===== src/rtl/fp_max_tracker.sv =====
// Tracks the largest IEEE-754 single of each N-beat frame, its index, positive-nonzero count and OR of overflow.
// Optional FP_MAX_TRACKER_RELU_EN: negative beats are clamped to +0 before comparison.
module fp_max_tracker #(
    parameter int unsigned N  = 4,
    parameter int unsigned IW = 2
) (
    input  logic          clk,
    input  logic          rst,
    input  logic [31:0]   in_data,
    input  logic          in_ovf,
    input  logic          in_valid,
    output logic          in_ready,
    output logic [31:0]   max_val,
    output logic [IW-1:0] max_idx,
    output logic [IW:0]   active_cnt,
    output logic          ovf,
    output logic          out_valid,
    input  logic          out_ready
);

    localparam int unsigned CW = IW + 1;
    localparam logic [CW-1:0] LAST_BEAT = CW'(N - 1);
    localparam logic [CW-1:0] CNT_SAT   = CW'(N);

    typedef enum logic [1:0] {
        IDLE = 2'd0,
        ACC  = 2'd1,
        HOLD = 2'd2
    } state_t;

    state_t        r_state;
    logic          r_in_ready;
    logic [31:0]   r_max_val;
    logic [IW-1:0] r_max_idx;
    logic [CW-1:0] r_active_cnt;
    logic          r_ovf;
    logic          r_out_valid;
    logic [CW-1:0] r_beat_cnt;

    logic [31:0]   w_data;
    logic          w_accept;
    logic          w_active;
    logic          w_wins;

    // True when a strictly beats b; +0 and -0 are equal, NaNs compare as raw bits.
    function automatic logic f_beats(input logic [31:0] a, input logic [31:0] b);
        if ((a[30:0] == 31'd0) && (b[30:0] == 31'd0)) return 1'b0;
        if (a[31] != b[31]) return ~a[31];
        if (!a[31]) return a[30:0] > b[30:0];
        return a[30:0] < b[30:0];
    endfunction

`ifdef FP_MAX_TRACKER_RELU_EN
    assign w_data = in_data[31] ? 32'd0 : in_data;
`else
    assign w_data = in_data;
`endif

    assign w_accept = in_valid & r_in_ready;
    assign w_active = ~w_data[31] & (w_data[30:0] != 31'd0);
    assign w_wins   = f_beats(w_data, r_max_val);

    always_ff @(posedge clk) begin
        if (rst) begin
            r_state      <= IDLE;
            r_in_ready   <= 1'b1;
            r_max_val    <= 32'd0;
            r_max_idx    <= '0;
            r_active_cnt <= '0;
            r_ovf        <= 1'b0;
            r_out_valid  <= 1'b0;
            r_beat_cnt   <= '0;
        end else begin
            case (r_state)
                IDLE: begin
                    if (w_accept) begin
                        r_max_val    <= w_data;
                        r_max_idx    <= '0;
                        r_active_cnt <= CW'(w_active);
                        r_ovf        <= in_ovf;
                        r_beat_cnt   <= CW'(1);
                        r_state      <= ACC;
                    end
                end
                ACC: begin
                    if (w_accept) begin
                        // Ties keep the stored entry so the earliest index wins.
                        if (w_wins) begin
                            r_max_val <= w_data;
                            r_max_idx <= r_beat_cnt[IW-1:0];
                        end
                        if (w_active && (r_active_cnt != CNT_SAT))
                            r_active_cnt <= r_active_cnt + CW'(1);
                        r_ovf      <= r_ovf | in_ovf;
                        r_beat_cnt <= r_beat_cnt + CW'(1);
                        if (r_beat_cnt == LAST_BEAT) begin
                            r_state     <= HOLD;
                            r_out_valid <= 1'b1;
                            r_in_ready  <= 1'b0;
                        end
                    end
                end
                HOLD: begin
                    if (out_ready) begin
                        r_state     <= IDLE;
                        r_out_valid <= 1'b0;
                        r_in_ready  <= 1'b1;
                    end
                end
                default: begin
                    r_state     <= IDLE;
                    r_out_valid <= 1'b0;
                    r_in_ready  <= 1'b1;
                end
            endcase
        end
    end

    assign in_ready   = r_in_ready;
    assign max_val    = r_max_val;
    assign max_idx    = r_max_idx;
    assign active_cnt = r_active_cnt;
    assign ovf        = r_ovf;
    assign out_valid  = r_out_valid;

endmodule


===== config.mk =====
export PLATFORM = sky130hd
export DESIGN_NAME = fp_max_tracker
export DESIGN_NICKNAME = d
export VERILOG_FILES = /design/src/rtl/fp_max_tracker.sv
export SDC_FILE = /design/constraint.sdc
export NUM_CORES = 1
export LEC_CHECK = 0
export ABC_AREA = 0
export CORE_ASPECT_RATIO = 1.25
export CORE_MARGIN = 3
export CORE_UTILIZATION = 45
export CTS_CLUSTER_DIAMETER = 150
export DETAILED_ROUTE_END_ITERATION = 16
export PLACE_DENSITY = 0.73
export RECOVER_POWER = 100
export SLEW_MARGIN = 0
export SYNTH_ARGS = -nofsm -noshare
export SYNTH_HDL_FRONTEND = slang
export SYNTH_SLANG_ARGS = --single-unit

===== constraint.sdc =====
create_clock -name clk -period 3.1 [get_ports clk]
set_input_delay 0.62 -clock clk [delete_from_list [all_inputs] [get_ports clk]]
set_output_delay 0.62 -clock clk [all_outputs]
set_load 0.01 [all_outputs]

Word-level counts from Yosys, hierarchy flattened
Index checks and enable logic that the tools add are counted.

storage, ports and cells
  bits in registers = 45

operators by class
  muxes and demuxes = 43
  $add $sub $neg = 2
  bitwise operators = 5
  reduce and logical (&&, ||, !) cells = 12
  equality and inequality tests = 11
  order comparisons = 2

operators with widths
  operator                                                                count
  32-bit two-way mux                                                      3
  32-bit case mux with 2 select lines                                     1
  31-bit zero test                                                        2
  31-bit greater-than comparator                                          1
  31-bit less-than comparator                                             1
  31-bit nonzero test                                                     1
  1-bit two-way mux                                                       20
  4-bit AND reduction                                                     4
  3-bit two-way mux                                                       5
  2-bit two-way mux                                                       7
  2-bit inequality test (second input constant)                           6
  3-bit case mux with 2 select lines                                      2
  3-bit by 1-bit adder with 3-bit output (second input constant)          2
  1-bit case mux with 3 select lines                                      2
  2-bit case mux with 3 select lines                                      1
  2-bit case mux with 2 select lines                                      1
  3-bit by 2-bit equality test with 1-bit output (second input constant)  1
  3-bit inequality test (second input constant)                           1
  3-bit AND reduction                                                     1
  1-bit bitwise AND                                                       2
  2-bit by 1-bit equality test with 1-bit output (second input constant)  1
  2-bit equality test (second input constant)                             1
  1-bit logical AND                                                       2
  2-bit zero test                                                         1
  5 further kinds                                                         6

Logic depth before layout (Yosys ltp)
Gate-level depths: netlist (run 1).

  depth in word-level cells = 12
  mapped depth = 11

Least setup slack after synthesis (run 1)
Ideal clock, no wire load.

  path type = input port to flip-flop
  start point = in in_data[28]
  end point = reg r_max_val[12] (netlist: max_val[12])
  buffers on the path = 1
  arrival = 2.680 ns
  data required time = 2.999 ns
  setup time = 0.101 ns
  stages on the path = 10
  setup slack = 0.319 ns
  cells stage by stage = ha_1 a21o_1 a21o_1 a221oi_1 o21ai_1 o21a_1 a2111oi_4 clkbuf_1 o21ai_0 o41ai_1

between the ends
  cells in the longest elaborated chain, start to end = 7

ends and longest elaborated chain
  item                                 line  text
  from (decl)                          9     input logic [31:0] in_data,
  31-bit greater-than comparator       49    if (!a[31]) return a[30:0] > b[30:0];
  1-bit two-way mux                    49
  1-bit two-way mux                    50    return a[30:0] < b[30:0];
  1-bit two-way mux                    49
  1-bit two-way mux (*)                48    if (a[31] != b[31]) return ~a[31];
  2-bit inequality test (no line) (*)  --
  4-bit AND reduction (no line) (*)    --
  to (signal assigned)                 77    r_max_val <= w_data;
  to (signal assigned)                 89    r_max_val <= w_data;
  to (decl)                            33    logic [31:0] r_max_val;

Mark *: on every way between the ends. The rest lies on a longest branch, timed or not.
A chain may end at the register's enable or synchronous reset.

Final worst setup path (run 1)
  start point = in in_data[5]
  end point = reg r_max_val[15] (netlist: max_val[15])

Same word-level chain as after synthesis.

==> impl_metrics.ini, run 1 <==
[power]
p_total_mw = 1.64
power.leakage_nw = 1.78
peakVddDrop_v = 0.000231
powerDensity_nw_per_um2 = 376

[sta]
final_hold_viol_count = 0
relSlewSlack = 0.478
worst_slack_ns = 0.0103
tns_ns = 0
fin_skew_ns = 0.00428
hold_ws_ns = 0.456
finalSetupViolCount = 0
min_period_ns = 3.09
post-route-period-util = 0.997
max_freq_ghz = 0.324
drv_slew = 0
worst_pin_slew_ns = 0.783

[worst_setup_path]
r2r_cells = 13
critPathKind = input pin to flop
cp.arrival_ns = 3.29
crit_path_top_delay_cell = clkdlybuf4s50_1
path_cells = clkdlybuf4s50_1 -> ha_1 -> o21ai_0 -> nor2_1 -> o31ai_2 -> a21boi_2 -> buf_4 -> o21a_1 -> a2111oi_4 -> buf_6 -> buf_12 -> o21ai_0 -> o41ai_1
endpoint_kind = flop
startpoint_type = input pin
critPathMaxFanout = 14
required_ns = 3.30
crit_top_cell = o21ai_0
cpPeakStageDelay_ns = 0.44

[clock_tree]
clock_latency_ns = 0.30
clock_path_buffers = 2
cts_tree = yes
clk_pin_slew_worst_paths_ns = 0.09
ctsHoldBuffers = 0
numCtsBuffers = 5
root_buffer = clkbuf_8
cts.sinks = 45
cts_max_level = 2
cts_setup_buffers = 0

[synth]
yosysSeqAreaShare = 0.310
yosysTopAreaCellShare = 0.310
syn-cell-area_sq_um = 2900
ys_ff_latch = 45
syn-num-nets = 425
yosysWarnings = 0
postSynthAreaPerCell_sq_um = 8.23
synthDistinctLibCells = 33
synthCells = 353
synth_area_leaders = dfxtp_1 31%, ha_1 15%, o41ai_1 9.3%, nor2b_1 7.1%, o21ai_0 5.5%
yosys.area.top_type = dfxtp_1

[route]
wire_per_inst_um = 16.1
drc = 0
dr.pass1.iters = 4
drt_wl_total_um = 8860
route.detailed.vias_per_inst = 5.64
drtIter0Drc = 201
drt.antenna.violating_nets = 0
via_count = 3097

[layout]
post-route-util = 0.701
final_common_cell = dfxtp_1
nFillCells = 537
final_area_sq_um = 4350
fin_cells = 549
syn_to_final_growth_pct = 49.8
drive_above_1_share = 0.170
nets = 535
multi_input_area_sq_um = 1880
register_area_sq_um = 901
final_cell_mix = 45 x dfxtp_1, 44 x buf_4, 41 x dlygate4sd3_1
diodes = 0

[place]
place_inst = 538
io_buffers = 76
preCtsSetupSlack_ns = -0.339
globalplace.congestion = 0.851
hpwl_um = 6030
dpl-instance-area_sq_um = 4070

[die]
die_area_sq_um = 7460
placeableCoreArea_sq_um = 6210
initial_core_util = 0.468
die_width_um = 77.9
die_h_um = 95.8
num_rows = 32
ios = 77

[grt]
grt_overflow = 0
track_usage = 0.216
antenna_found_initial = 0
grt_pass1_wl_um = 13100
grt_max_degree = 80
grt_pass1_vias = 2919

[hold_path]
hp-class = flop to flop
min_path_cells = 2

[run_status]
outcome = finished clean

[run]
max_cap_viol_count = 0
## what timing repair did
| item | in CTS | in global routing |
|---|---|---|
| setup endpoints to repair | 7 | 34 |
| cloned | 0 | 3 |
| endpoints found under the hold margin | 0 | 0 |
| gates resized for setup | 1 | 22 |
| pin swaps | 1 | 14 |
## critical path, delay by kind of cell
| kind | cells | cell delay, ns |
|---|---|---|
| AO/OA/AOI/OAI | 7 | 1.31 |
| buffers and inverters | 4 | 0.95 |
| adder cells (fa/ha/maj) | 1 | 0.33 |
| AND/OR/NAND/NOR | 1 | 0.08 |
## kinds of logic (layout without fill, tap and decap cells)
| family | Yosys count | after routing | synth area share |
|---|---|---|---|
| XOR/XNOR | 1 | 1 | 0.00302 |
| multiplexers | 3 | 3 | 0.0103 |
| flip-flops | 45 | 45 | 0.310 |
| buffers and inverters | 61 | 172 | 0.0801 |
| AO/OA/AOI/OAI | 102 | 102 | 0.239 |
| adder cells (fa/ha/maj) | 35 | 35 | 0.151 |
| AND/OR/NAND/NOR | 106 | 106 | 0.207 |
## path summary, 6_finish.rpt
path                                   start                         end  slack [ns]
setup / recovery                  in_data[5]    max_val[15]$_SDFFE_PP0P_        0.01
hold / removal    r_beat_cnt[2]$_SDFFE_PP0P_  r_beat_cnt[2]$_SDFFE_PP0P_        0.46
setup reg to reg     max_val[5]$_SDFFE_PP0P_    max_val[15]$_SDFFE_PP0P_        0.37
hold reg to reg   r_beat_cnt[2]$_SDFFE_PP0P_  r_beat_cnt[2]$_SDFFE_PP0P_        0.46
## report_power, final
group	switching (mW)	internal [mW]	leakage, nW
registers	0.0384	0.624	0.370
clock network	0.219	0.158	0.0364
logic	0.295	0.302	1.38
## cells in the mapped netlist (all sizes together)
cell      n
or2       1
nor4     17
o21ai    38
buf       3
nand3     7
o21bai    2
a21o      2
nor3      5
nand4    10
nand2b    6
inv      37
o31ai     1
nor2      9
mux2i     3
a21oi    16
o21a      1
or3       2
o41ai    31
ha       35
a311oi    1
dfxtp    45
nand2    12
nor2b    33
clkbuf   21
a21boi    1
a211oi    3
a2111oi   1
xor2      1
nand3b    4
a221oi    3
a31oi     1
a22oi     1
## state kept, by name, summed over array words and instances (netlist names)
register / count
max_val: 32
r_beat_cnt: 3
active_cnt: 3
max_idx: 2
r_state: 2
in_ready: 1
ovf: 1
out_valid: 1
## area by class of cell
class                           instances  share of cell area
Sequential cell                        45               0.207
Timing Repair Buffer                  127               0.282
Multi-Input combinational cell        247               0.433
Clock inverter                          3             0.00518
Clock buffer                            5              0.0158
Tap cell                               85              0.0245
Inverter                               37              0.0319
## routing by layer
layer	GRT usage	up-vias	share of wire
met1	0.259	1468	0.40
met2	0.389	87	0.53
met3	0.0328	19	0.044
met5	0	-	0
met4	0.0801	0	0.023
li1	-	1523	-
(Power assumes the default switching activity.)
==> inputs of run 2 (changes only) <==
Settings changed: SKIP_CTS_REPAIR_TIMING set to 1.
==> run 2 against run 1 <==
  * Sequential power barely moved
  * Global-route usage is the same
  * Cell count is 0.18% higher
  * Die area unchanged
  * Largest power group unchanged
==> impl_metrics.ini, run 2 (synthesis gave the netlist of run 1 again) <==
[grt]
grt_max_degree = 80
grt_pass1_wl_um = 13100
grt_pass1_vias = 2919
grt_overflow = 0
grt.met1_usage = 0.259
antenna_found_initial = 0
track_usage = 0.216
busiest_layer = met2
grt_use_met2 = 0.389
grt_util_met3 = 0.0328

[layout]
largest_register_ffs = 32
drive_above_1_share = 0.168
syn_to_final_growth_pct = 49.3
register_area_sq_um = 901
fin_cells = 550
diodes = 0
multi_input_area_sq_um = 1870
nets = 536
post-route-util = 0.699
final_cell_mix = 45 x dfxtp_1, 45 x buf_4, 41 x dlygate4sd3_1
nFillCells = 539

[power]
power.leakage_nw = 1.77
powerDensity_nw_per_um2 = 377
p_sw_uw = 551
swShare = 0.337
p_int_mw = 1.08
comb_power_share = 0.363
seq_power_share = 0.405
peakVddDrop_v = 0.000231
clkPwrFrac = 0.232

[hold_path]
hp-start = r_beat_cnt[2]$_SDFFE_PP0P_
hp-class = flop to flop
min_path_cells = 2

[route]
dr.pass1.iters = 4
wire_per_inst_um = 15.9
via_count = 3090
drt.antenna.violating_nets = 0
drc = 0
drtIter0Drc = 175
route.detailed.vias_per_inst = 5.62
drt_wl_total_um = 8750

[place]
preCtsSetupSlack_ns = -0.339
io_buffers = 76
globalplace.congestion = 0.851
place_inst = 538
hpwl_um = 6030

[die]
die_area_sq_um = 7460
die_h_um = 95.8
die_width_um = 77.9
initial_core_util = 0.468
num_rows = 32
placeableCoreArea_sq_um = 6210
ios = 77

[worst_setup_path]
crit_path_top_delay_cell = clkdlybuf4s50_1
startpoint = in_data[5]
critPathKind = input pin to flop
path_cells = clkdlybuf4s50_1 -> ha_1 -> o21ai_0 -> nor2_1 -> o31ai_2 -> a21boi_2 -> buf_4 -> o21a_1 -> a2111oi_4 -> buf_6 -> buf_12 -> o21ai_0 -> o41ai_1
timing.rr.start = max_val[14]$_SDFFE_PP0P_
endpoint_kind = flop
r2r_cells = 14
required_ns = 3.30
crit_top_cell = o21ai_0
critPathMaxFanout = 14
startpoint_type = input pin
cp.arrival_ns = 3.29
cpPeakStageDelay_ns = 0.45

[clock_tree]
clock_path_buffers = 2
numCtsBuffers = 5
cts_tree = yes
clk_pin_slew_worst_paths_ns = 0.09
cts_max_level = 2
root_buffer = clkbuf_8
cts.sinks = 45
clock_latency_ns = 0.30

[sta]
relSlewSlack = 0.484
worst_pin_slew_ns = 0.774
final_hold_viol_count = 0
post-route-period-util = 0.998
hold_ws_ns = 0.456
drv_slew = 0
min_period_ns = 3.09
worst_slack_ns = 0.00630
fin_skew_ns = 0.00502
finalSetupViolCount = 0
tns_ns = 0
max_freq_ghz = 0.323

[run_status]
outcome = finished clean

[run]
max_cap_viol_count = 0
[run 2: path summary, 6_finish.rpt]
kind                                              endpoint  slack, ns
worst max-delay path              max_val[15]$_SDFFE_PP0P_      0.006
worst min-delay path            r_beat_cnt[2]$_SDFFE_PP0P_       0.46
worst max register to register    max_val[15]$_SDFFE_PP0P_       0.34
worst min register to register  r_beat_cnt[2]$_SDFFE_PP0P_       0.46
[run 2: power by group through the flow]
stage          combinational (mW)  clock (mW)  sequential, mW
2_1_floorplan               0.255           0           0.687
3_3_place_gp                0.526           0           0.676
3_5_place_dp                0.536           0           0.678
4_1_cts                     0.542       0.389           0.664
5_1_grt                     0.647       0.409           0.669
6_report                    0.592       0.379           0.662
[run 2: layout make-up]
cell class / count / share of cell area
inverter: 37 / 0.0320
clock inverter: 3 / 0.00519
tap: 85 / 0.0245
sequential: 45 / 0.208
clock buffer: 5 / 0.0159
multi-input combinational: 247 / 0.431
timing repair buffer: 128 / 0.284
[run 2: worst max-delay path: cells and delay by family]
family                   cells  cell delay (ns)
AO/OA/AOI/OAI                7             1.29
AND/OR/NAND/NOR              1             0.08
buffers and inverters        4             0.95
adder cells (fa/ha/maj)      1             0.33
[run 2: stage by stage]
stage	power, mW	cell area [sq um]
floorplan	0.943	2900
CTS	1.60	4160
global route	1.73	4340
detailed placement	1.21	4070
global placement	1.20	4070
finish	1.63	4340
[run 2: per-layer routing]
metal	vias up	part of all wire
met2	74	0.53
met3	18	0.035
li1	1525	-
met5	-	0
met4	0	0.022
met1	1473	0.42
